**src/rtl/vend_pkg.sv**
```systemverilog
// vend_pkg: shared types, coin values and prices for the vending sequencer
package vend_pkg;
   localparam int CW = 6;
   typedef logic [CW-1:0] credit_t;
   typedef enum logic [1:0] {IDLE, DISPENSE, CHANGE} state_t;
   localparam credit_t MAX_CREDIT = 63;
   localparam credit_t COIN0_VAL = 1;
   localparam credit_t COIN1_VAL = 5;
   localparam credit_t COIN2_VAL = 10;
   localparam credit_t PRICE0 = 5;
   localparam credit_t PRICE1 = 10;
   localparam credit_t PRICE2 = 15;
   localparam credit_t PRICE3 = 20;
   localparam int TIMEOUT = 32;

   function automatic credit_t price_of(logic [3:0] sel);
      return sel[0] ? PRICE0 : sel[1] ? PRICE1 : sel[2] ? PRICE2 : sel[3] ? PRICE3 : '0;
   endfunction
endpackage

```
**src/rtl/vend_if.sv**
```systemverilog
// vend_if: front-panel and actuator signals of the vending sequencer; fault exists with VEND_DISP_TIMEOUT_EN
interface vend_if;
   import vend_pkg::*;
   logic [3:0] P;
   logic [2:0] D;
   logic       cancel;
   logic       disp_done;
   logic       hop_ready;
   logic [3:0] OUT;
   logic [2:0] VF;
   credit_t    credit;
   logic       busy;
   logic       short;
   logic       coin_rej;
`ifdef VEND_DISP_TIMEOUT_EN
   logic       fault;
   modport master (input P, D, cancel, disp_done, hop_ready,
                   output OUT, VF, credit, busy, short, coin_rej, fault);
   modport slave  (output P, D, cancel, disp_done, hop_ready,
                   input OUT, VF, credit, busy, short, coin_rej, fault);
`else
   modport master (input P, D, cancel, disp_done, hop_ready,
                   output OUT, VF, credit, busy, short, coin_rej);
   modport slave  (output P, D, cancel, disp_done, hop_ready,
                   input OUT, VF, credit, busy, short, coin_rej);
`endif
endinterface

```
**src/rtl/vend_change_picker.sv**
```systemverilog
// vend_change_picker: largest coin not exceeding the given credit
module vend_change_picker
   import vend_pkg::*;
(
   input  credit_t    credit,
   output logic [2:0] coin,
   output credit_t    value
);
   // greedy pick; COIN0_VAL is 1 so any nonzero credit resolves
   always_comb begin
      coin  = credit >= COIN2_VAL ? 3'b100 : credit >= COIN1_VAL ? 3'b010 : credit >= COIN0_VAL ? 3'b001 : 3'b000;
      value = coin[2] ? COIN2_VAL : coin[1] ? COIN1_VAL : coin[0] ? COIN0_VAL : '0;
   end
endmodule

```
**src/rtl/vend_sequencer.sv**
```systemverilog
// vend_sequencer: credit, dispense and change sequencing; VEND_DISP_TIMEOUT_EN adds a dispense timeout with refund
module vend_sequencer
   import vend_pkg::*;
(
   input  logic   clock,
   input  logic   reset,
   vend_if.master bus
);
   state_t      state, state_n;
   credit_t     credit_n, coin_val, price, credit_add, pick_val, vf_amt, vf_amt_n;
   logic [CW:0] sum;
   logic [3:0]  sel, out_n;
   logic [2:0]  vf_n, pick_coin;
   logic        over, multi, short_n, rej_n;
`ifdef VEND_DISP_TIMEOUT_EN
   localparam int TW = $clog2(TIMEOUT) + 1;
   logic [TW-1:0] cnt, cnt_n;
   credit_t       saved, saved_n;
   logic          fault_n;
`endif

   assign sel        = bus.P & (~bus.P + 4'd1);
   assign coin_val   = bus.D[0] ? COIN0_VAL : bus.D[1] ? COIN1_VAL : bus.D[2] ? COIN2_VAL : '0;
   assign sum        = {1'b0, bus.credit} + {1'b0, coin_val};
   assign over       = sum > {1'b0, MAX_CREDIT};
   assign multi      = (bus.D & (bus.D - 3'd1)) != 3'd0;
   assign credit_add = (bus.D != 3'd0 && !over) ? sum[CW-1:0] : bus.credit;
   assign price      = price_of(sel);
   assign vf_n       = state_n == CHANGE ? pick_coin : 3'b000;
   assign vf_amt_n   = state_n == CHANGE ? pick_val : '0;

   vend_change_picker picker (.credit(credit_n), .coin(pick_coin), .value(pick_val));

   // next state, credit and pulse outputs; the coin is folded in before the price compare
   always_comb begin
      state_n  = state;
      credit_n = bus.credit;
      out_n    = bus.OUT;
      short_n  = 1'b0;
      rej_n    = 1'b0;
`ifdef VEND_DISP_TIMEOUT_EN
      cnt_n    = '0;
      saved_n  = saved;
      fault_n  = 1'b0;
`endif
      if (state == IDLE) begin
         rej_n    = multi || (bus.D != 3'd0 && over);
         credit_n = credit_add;
         if (bus.cancel) begin
            if (credit_add != '0) state_n = CHANGE;
         end else if (sel != 4'd0) begin
            if (credit_add >= price) begin
               credit_n = credit_add - price;
               out_n    = sel;
               state_n  = DISPENSE;
`ifdef VEND_DISP_TIMEOUT_EN
               saved_n  = credit_add;
`endif
            end else short_n = 1'b1;
         end
      end else if (state == DISPENSE) begin
         rej_n = bus.D != 3'd0;
`ifdef VEND_DISP_TIMEOUT_EN
         cnt_n = cnt + 1'b1;
`endif
         if (bus.disp_done) begin
            out_n   = 4'd0;
            state_n = bus.credit != '0 ? CHANGE : IDLE;
         end
`ifdef VEND_DISP_TIMEOUT_EN
         else if (cnt == TW'(TIMEOUT - 1)) begin
            out_n    = 4'd0;
            credit_n = saved;
            fault_n  = 1'b1;
            state_n  = saved != '0 ? CHANGE : IDLE;
         end
`endif
      end else begin
         rej_n = bus.D != 3'd0;
         if (bus.VF != 3'd0 && bus.hop_ready) credit_n = bus.credit - vf_amt;
         if (credit_n == '0) state_n = IDLE;
      end
   end

   // all outputs registered; reset aborts any transaction and forgets credit
   always_ff @(posedge clock or negedge reset) begin
      if (!reset) begin
         state        <= IDLE;
         bus.credit   <= '0;
         bus.OUT      <= 4'd0;
         bus.VF       <= 3'd0;
         vf_amt       <= '0;
         bus.busy     <= 1'b0;
         bus.short    <= 1'b0;
         bus.coin_rej <= 1'b0;
`ifdef VEND_DISP_TIMEOUT_EN
         cnt          <= '0;
         saved        <= '0;
         bus.fault    <= 1'b0;
`endif
      end else begin
         state        <= state_n;
         bus.credit   <= credit_n;
         bus.OUT      <= out_n;
         bus.VF       <= vf_n;
         vf_amt       <= vf_amt_n;
         bus.busy     <= state_n != IDLE;
         bus.short    <= short_n;
         bus.coin_rej <= rej_n;
`ifdef VEND_DISP_TIMEOUT_EN
         cnt          <= cnt_n;
         saved        <= saved_n;
         bus.fault    <= fault_n;
`endif
      end
   end
endmodule

```
**src/flat_wrapper.sv**
```systemverilog
// flat-port wrapper written by rule: the top's interface ports become plain ports
module vend_sequencer_flat import vend_pkg::*;
  (clock, reset, bus_P, bus_D, bus_cancel, bus_disp_done, bus_hop_ready, bus_OUT, bus_VF, bus_credit, bus_busy, bus_short, bus_coin_rej);
  vend_if bus_i ();
  input  logic clock;
  input  logic reset;
  input wire logic [$bits(bus_i.P)-1:0] bus_P;
  input wire logic [$bits(bus_i.D)-1:0] bus_D;
  input wire logic [$bits(bus_i.cancel)-1:0] bus_cancel;
  input wire logic [$bits(bus_i.disp_done)-1:0] bus_disp_done;
  input wire logic [$bits(bus_i.hop_ready)-1:0] bus_hop_ready;
  output wire logic [$bits(bus_i.OUT)-1:0] bus_OUT;
  output wire logic [$bits(bus_i.VF)-1:0] bus_VF;
  output wire logic [$bits(bus_i.credit)-1:0] bus_credit;
  output wire logic [$bits(bus_i.busy)-1:0] bus_busy;
  output wire logic [$bits(bus_i.short)-1:0] bus_short;
  output wire logic [$bits(bus_i.coin_rej)-1:0] bus_coin_rej;
  assign bus_i.P = bus_P;
  assign bus_i.D = bus_D;
  assign bus_i.cancel = bus_cancel;
  assign bus_i.disp_done = bus_disp_done;
  assign bus_i.hop_ready = bus_hop_ready;
  assign bus_OUT = bus_i.OUT;
  assign bus_VF = bus_i.VF;
  assign bus_credit = bus_i.credit;
  assign bus_busy = bus_i.busy;
  assign bus_short = bus_i.short;
  assign bus_coin_rej = bus_i.coin_rej;
  vend_sequencer u_core (.clock(clock), .reset(reset), .bus(bus_i));
endmodule
```
**config.mk**
```make
export PLATFORM = sky130hd
export DESIGN_NAME = vend_sequencer_flat
export DESIGN_NICKNAME = d
export VERILOG_FILES = /design/src/rtl/vend_pkg.sv /design/src/rtl/vend_if.sv /design/src/rtl/vend_change_picker.sv /design/src/rtl/vend_sequencer.sv /design/src/flat_wrapper.sv
export SDC_FILE = /design/constraint.sdc
export NUM_CORES = 1
export LEC_CHECK = 0
export CORE_MARGIN = 2
export CORE_UTILIZATION = 50
export DETAILED_ROUTE_END_ITERATION = 8
export MAX_ROUTING_LAYER = met4
export PLACE_DENSITY = 0.73
export SYNTH_ARGS = -nofsm -noshare
export SYNTH_HDL_FRONTEND = slang
export SYNTH_HIERARCHICAL = 1
export SYNTH_SLANG_ARGS = --single-unit
```
**constraint.sdc**
```tcl
create_clock -name clock -period 5.7 [get_ports clock]
set_clock_uncertainty 0.15 [all_clocks]
set_input_delay 1.14 -clock clock [delete_from_list [all_inputs] [get_ports clock]]
set_output_delay 1.14 -clock clock [all_outputs]
set_load 0.01 [all_outputs]
```
After elaboration in Yosys (flattened, before gate mapping)
Cells that the tools add are included.

cells by class
  add/sub/neg operators = 5
  order comparisons = 5
  equality and inequality tests = 5
  mux-type cells = 44
  bitwise gates (word level) = 3
  reductions and logical operators = 17

operator list
  cell                                                                                  number
  6-bit 2-to-1 mux                                                                      14
  4-bit 2-to-1 mux                                                                      9
  2-bit 2-to-1 mux                                                                      10
  6-bit nonzero test                                                                    2
  6-bit subtractor                                                                      2
  3-bit 2-to-1 mux                                                                      3
  3-bit nonzero test                                                                    3
  6-bit by 6-bit adder with 7-bit output                                                1
  7-bit by 6-bit > comparator with 1-bit output (second input constant)                 1
  1-bit 2-to-1 mux                                                                      7
  6-bit by 1-bit greater-or-equal comparator with 1-bit output (second input constant)  1
  6-bit by 3-bit greater-or-equal comparator with 1-bit output (second input constant)  1
  6-bit by 4-bit greater-or-equal comparator with 1-bit output (second input constant)  1
  6-bit greater-or-equal comparator                                                     1
  6-bit zero test                                                                       1
  2-bit inequality test (second input constant)                                         3
  2-bit nonzero test                                                                    3
  5-bit 2-to-1 mux                                                                      1
  5-bit AND reduction                                                                   1
  4-bit by 1-bit adder with 4-bit output (second input constant)                        1
  4-bit bitwise AND                                                                     1
  4-bit NOT                                                                             1
  4-bit nonzero test                                                                    1
  3-bit bitwise AND                                                                     1
  other kinds (7)                                                                       9

word-level totals
  register bits after elaboration = 24

Longest topological paths before layout
  depth in word-level cells = 21
  depth in mapped cells = 19
  gate-level depth less buffers = 19

By module
Netlist, hierarchy kept.

modules (own cells, without submodules)
  module              times used  cells an instance  area each (um^2)  sequential area each (um^2)
  vend_sequencer      1           224                2070.7            600.6
  vend_change_picker  1           18                 110.1             0.0

Least setup slack after synthesis
Ideal clock, no wire load.

  kind = input -> register
  start = input port bus_D[1]
  end = register u_core.bus.VF[1]
  library setup time = 0.066 ns
  arrival = 5.308 ns
  required time = 5.484 ns
  path slack = 0.176 ns
  cell stages on the path = 19
  path buffers = 0
  cell sequence = or2_2 ha_1 fa_1 a211oi_4 o31ai_4 mux2i_1 ha_1 inv_1 fa_1 a21o_1 o31ai_1 o311a_1 a211oi_1 xnor2_1 o22ai_1 or3b_1 o31a_2 nor3_1 and2_1

between the ends
  longest elaborated chain between the ends = 16
  elaborated cells on any way between the ends = 26

ends and longest elaborated chain
  what                                                                          line                                        source
  start: declaration                                                            flat_wrapper.sv:8                           input wire logic [$bits(bus_i.D)-1:0] bus_D;
  6-bit 2-to-1 mux (2 in a row)                                                 vend_sequencer.sv:23                        assign coin_val = bus.D[0] ? COIN0_VAL : bus.D[1] ? COIN1_VAL : bus.D[2] ? COIN2_VAL : '0;
  6-bit by 6-bit adder with 7-bit output                                        vend_sequencer.sv:24                        assign sum = {1'b0, bus.credit} + {1'b0, coin_val};
  7-bit by 6-bit > comparator with 1-bit output                                 vend_sequencer.sv:25                        assign over = sum > {1'b0, MAX_CREDIT};
  1-bit zero test                                                               vend_sequencer.sv:27                        assign credit_add = (bus.D != 3'd0 && !over) ? sum[CW-1:0] : bus.credit;
  1-bit logical AND                                                             vend_sequencer.sv:27
  6-bit 2-to-1 mux (*)                                                          vend_sequencer.sv:27
  6-bit subtractor / 6-bit greater-or-equal comparator (equally long branches)  vend_sequencer.sv:53, vend_sequencer.sv:52
  6-bit 2-to-1 mux                                                              vend_sequencer.sv:52                        if (credit_add >= price) begin
  (+2 left out)                                                                 --
  6-bit 2-to-1 mux (*)                                                          vend_sequencer.sv:46                        if (state == IDLE) begin
  via u_core.credit_n[3]                                                        vend_sequencer.sv:10                        credit_t credit_n, coin_val, price, credit_add, pick_val, vf_amt, vf_amt_n;
  6-bit by 3-bit greater-or-equal comparator with 1-bit output                  vend_change_picker.sv:11                    coin = credit >= COIN2_VAL ? 3'b100 : credit >= COIN1_VAL ? 3'b010 : credit >= COIN0_VAL ? 3'b001 : 3'b000;
  2-bit 2-to-1 mux                                                              vend_change_picker.sv:11
  3-bit 2-to-1 mux (*)                                                          vend_change_picker.sv:11
  via u_core.pick_coin[1]                                                       vend_sequencer.sv:13                        logic [2:0] vf_n, pick_coin;
  3-bit 2-to-1 mux (*)                                                          vend_sequencer.sv:29                        assign vf_n = state_n == CHANGE ? pick_coin : 3'b000;
  via u_core.vf_n[1]                                                            vend_sequencer.sv:13
  end signal: assignment                                                        vend_sequencer.sv:105                       bus.VF <= vf_n;
  end: declaration                                                              vend_if.sv:23                               output OUT, VF, credit, busy, short, coin_rej);

Mark *: on every way through the listed nets, which the timed path passes. The rest lies on a longest branch.
A chain may end at the register's enable or synchronous reset.

Worst setup path in the final report
  start = input port bus_D[2]
  end = register u_core.vf_amt[2]

between the ends
  longest elaborated chain between the ends = 19
  elaborated cells on any way between the ends = 29

ends and longest elaborated chain
  what                                                                          line                                        source
  4-bit 2-to-1 mux                                                              vend_sequencer.sv:23
  6-bit 2-to-1 mux (2 in a row)                                                 vend_sequencer.sv:23
  6-bit by 6-bit adder with 7-bit output                                        vend_sequencer.sv:24
  7-bit by 6-bit > comparator with 1-bit output                                 vend_sequencer.sv:25
  1-bit zero test                                                               vend_sequencer.sv:27
  1-bit logical AND                                                             vend_sequencer.sv:27
  6-bit 2-to-1 mux (*)                                                          vend_sequencer.sv:27
  6-bit subtractor / 6-bit greater-or-equal comparator (equally long branches)  vend_sequencer.sv:53, vend_sequencer.sv:52
  (+4 left out)                                                                 --
  via u_core.credit_n[1]                                                        vend_sequencer.sv:10
  6-bit by 3-bit greater-or-equal comparator with 1-bit output                  vend_change_picker.sv:11
  2-bit 2-to-1 mux                                                              vend_change_picker.sv:11
  3-bit 2-to-1 mux (*)                                                          vend_change_picker.sv:11
  3-bit 2-to-1 mux                                                              vend_change_picker.sv:12                    value = coin[2] ? COIN2_VAL : coin[1] ? COIN1_VAL : coin[0] ? COIN0_VAL : '0;
  4-bit 2-to-1 mux (*)                                                          vend_change_picker.sv:12
  via u_core.pick_val[2]                                                        vend_sequencer.sv:10
  4-bit 2-to-1 mux (*)                                                          vend_sequencer.sv:30                        assign vf_amt_n = state_n == CHANGE ? pick_val : '0;
  via u_core.vf_amt_n[2]                                                        vend_sequencer.sv:10
  end signal: assignment                                                        vend_sequencer.sv:106                       vf_amt <= vf_amt_n;
  end: declaration                                                              vend_sequencer.sv:10

Marks and branches as above.

==> qor.yml <==
finalWeightedCongestion: 0.952
worstSetupStartpointType: "input pin"
first_global_vias: 1963
route.vias.total: 1992
layout.cells.most_common: "buf_4"
std_cell_rows: 24
dr.pass1.iters: 4
synth_seq_cells: 24
cts_root_buffer: "clkbuf_8"
number_of_clock_sinks: 24
cp_slowest_cell: "clkdlybuf4s50_1"
hold_violations: 0
leakagePower_nw: 1.29
synth.cell_area_um2: 2180
final.period_utilization_pct: 96.1
number_of_max_slew_violations_in_the_final_report: 0
critical_path.startpoint: "bus_D[2]"
post-synth-top-area-fraction_pct: 27.5
maxCapViolations: 0
grt_start_max_net_pins: 25
drt-total-wl_um: 5460
gate_count_after_technology_mapping: 242
total_power_mw: 1.89
cts.reportedPaths.clkPinSlew_ps: 80
area.growth.synth_to_final_pct: 32.4
cts_tree: "yes"
post-route-worst-setup-slack_ps: 221
netlist-cell-type-count: 59
synth-warning-count: 6
finalSetupTns_ps: 0
cp_max_fo: 5
postSynth.asyncResetShare_pct: 100
io_pins: 28
number_of_failing_setup_endpoints_in_the_final_timing_report: 0
r2r-start: "u_core/bus.credit[0]"
critical-path-max-stage-delay_ps: 480
peakVddDrop_mv: 0.298
rsz0062_at_grt: "no"
crit_buf_inv: 3
min-delay-start: "u_core/bus.OUT[2]"
floorplan.core_area_um2: 4260
synth_edf_count: 0
grt_first_pass_wirelength_um: 9140
place_ws_ps: -328
cts.path.max_buffers: 2
final_antenna_net_count: 0
drc: 0
status: "complete, no violations"
share_of_cells_above_drive_strength_1_pct: 25.3
grt_antenna_before_repair: 0
die_height_um: 70.0
nets_finish: 333
synth_top_cell_by_area: "dfrtp_1"
worstPathCellList: "clkdlybuf4s50_1, inv_1, nor2_2, fa_2, a211oi_4, o31ai_4, mux2i_2, ha_2, inv_1, fa_2, a21o_1, o2111a_1, nor3_4, a21oi_4, mux2i_1, o221ai_2, or3b_1, o31a_2, nor3_1, and2_1"
placedCellCount: 345
critical_path.top_delay_family: "compound AO/OA/AOI/OAI gates"
grt.total_usage_pct: 23.5
syn_area_per_cell_um2: 9.01
cp_data_arrival_time_ps: 5540
placement.io_buffers: 27
synth_top_cells_by_area: "dfrtp_1 28%, ha_1 7.5%, mux2i_1 4.1%, nand2_1 3.8%, nor2_1 3.3%"
proportion_of_synthesized_chip_area_in_sequential_cells_pct: 27.5
most-common-layout-cells: "38 x buf_4, 25 x clkdlybuf4s50_1, 24 x dfrtp_1, 22 x nand2_1, 18 x nor2_1"
dp_hpwl_um: 4190
dominantRegCellSynth: "dfrtp_1"
gr_ovfl_total: 0
h-tree-depth: 1
vias_per_cell: 5.60
post-route-min-period_ps: 5480
holdCritPathClass: "register to register"
clock.fmax_ghz: 0.183
finish.utilization_pct: 67.7
first_iter_violations: 94
clock_latency_of_the_later_clocked_register_in_the_worst_skew_pair_ps: 260
total_die_area_um2: 4910
initial_utilization_pct: 51.1
slew_headroom_pct: 31.2
end_kind: "register"
count_of_inserted_antenna_diode_cells: 0
tritoncts.num_buffers: 3
n_fill_cell: 356
power.density_nw_per_um2: 654
critPathKind: "input pin to register"
worst-endpoint-required_ps: 5760
timing_worst_slew_pin_value_ps: 1030
non_filler_cells_in_the_finished_layout: 356
floorplan_die_width_um: 70.0
routedWlPerCell_um: 15.3
-- path summary, 6_finish.rpt --
kind / end / slack [ps] / cells after the start
min reg2reg: u_core/bus.OUT[2] / 390 / 2
max reg2reg: u_core/vf_amt[2] / 1060 / 18
min in group asynchronous: u_core/bus.busy / 1290 / 1
max in group asynchronous: u_core/bus.coin_rej / 3500 / 1
min: u_core/bus.OUT[2] / 390 / 2
max: u_core/vf_amt[2] / 220 / 20
-- report_power, final --
| group | switching, mW | internal (mW) | total [mW] |
|---|---|---|---|
| sequential | 0.0965 | 0.237 | 0.334 |
| combinational | 0.699 | 0.711 | 1.41 |
| clock | 0.0520 | 0.0938 | 0.146 |
-- registers in the layout, indices dropped and copies added, names as in the netlist --
signal               cells
u_core/bus.OUT           4
u_core/bus.credit        6
u_core/bus.busy          1
u_core/bus.VF            3
u_core/bus.coin_rej      1
u_core/bus.short         1
u_core/vf_amt            6
u_core/state             2
-- area by class of cell --
| type | count | area, um2 | area share [%] |
|---|---|---|---|
| multi-input cells | 195 | 1530 | 53.0 |
| flip-flops and latches | 24 | 601 | 20.8 |
| repair buffers | 65 | 561 | 19.4 |
| well taps | 52 | 65.1 | 2.25 |
| inverters | 16 | 60.1 | 2.08 |
| clock buffers | 3 | 41.3 | 1.43 |
| clock inverters | 1 | 30.0 | 1.04 |
-- layer usage --
layer  global-route usage [%]  vias to the layer above  part of all wire [%]
li1                         -                      991                     -
met1                     31.1                      953                    45
met2                     40.2                       46                    50
met3                     3.46                        2                   4.6
met4                     1.92                        0                  0.22
met5                        -                        -                     0
-- repair_timing --
item | in CTS | in global routing
endpoints found under the setup margin | 3 | 7
setup buffers | 1 | 6
gates resized for setup | 4 | 13
pin swaps | 2 | 13
hold buffers | 0 | 0
-- Yosys cell counts (2+ instances only) --
cell	count
dfrtp_1	24
nand2_1	22
nor2_1	19
inv_1	16
ha_1	13
a21oi_1	11
and2_1	11
o21ai_0	10
mux2i_1	9
nor3_1	8
xnor2_1	7
nand3_1	5
o31ai_1	5
buf_4	4
a211oi_1	3
a21o_1	3
fa_1	3
maj3_1	3
nand2b_1	3
nor2b_1	3
o211ai_1	3
o22ai_1	3
or2_2	3
xor2_1	3
a211oi_4	2
and3_1	2
clkbuf_1	2
clkbuf_8	2
mux2_2	2
nand3b_1	2
nand4_1	2
nor4_1	2
o2111a_1	2
o21a_1	2
o221ai_1	2
o31a_2	2
or4_1	2
-- logic make-up (layout without fill, tap and decap cells) --
logic type / count (synthesis) / count (layout) / synth area share (%)
flip-flops: 24 / 24 / 27.5
adder cells (fa/ha/maj): 19 / 19 / 11.6
XOR/XNOR: 10 / 10 / 4.02
AND/OR/NAND/NOR: 93 / 93 / 23.4
buffers and inverters: 24 / 85 / 5.74
AO/OA/AOI/OAI: 59 / 59 / 21.7
other: 1 / 2 / 0.172
multiplexers: 12 / 12 / 5.85
-- per-stage QoR --
stage	hold WS, ps	instance area, um2
floorplan	407	2180
detailed placement	370	2690
finish	389	2890
global route	407	2890
global placement	373	2690
CTS	392	2780
-- worst register-to-register path, cell delays in order, from the launching register on --
cell and delay, ps:
dfrtp_1 500, ha_4 220, fa_2 390, a211oi_4 290
o31ai_4 150, mux2i_2 230, ha_2 200, inv_1 60
fa_2 360, a21o_1 230, o2111a_1 270, nor3_4 260
a21oi_4 120, mux2i_1 200, o221ai_2 160, or3b_1 400
o31a_2 140, nor3_1 130, and2_1 140
(Power assumes the default switching activity.)
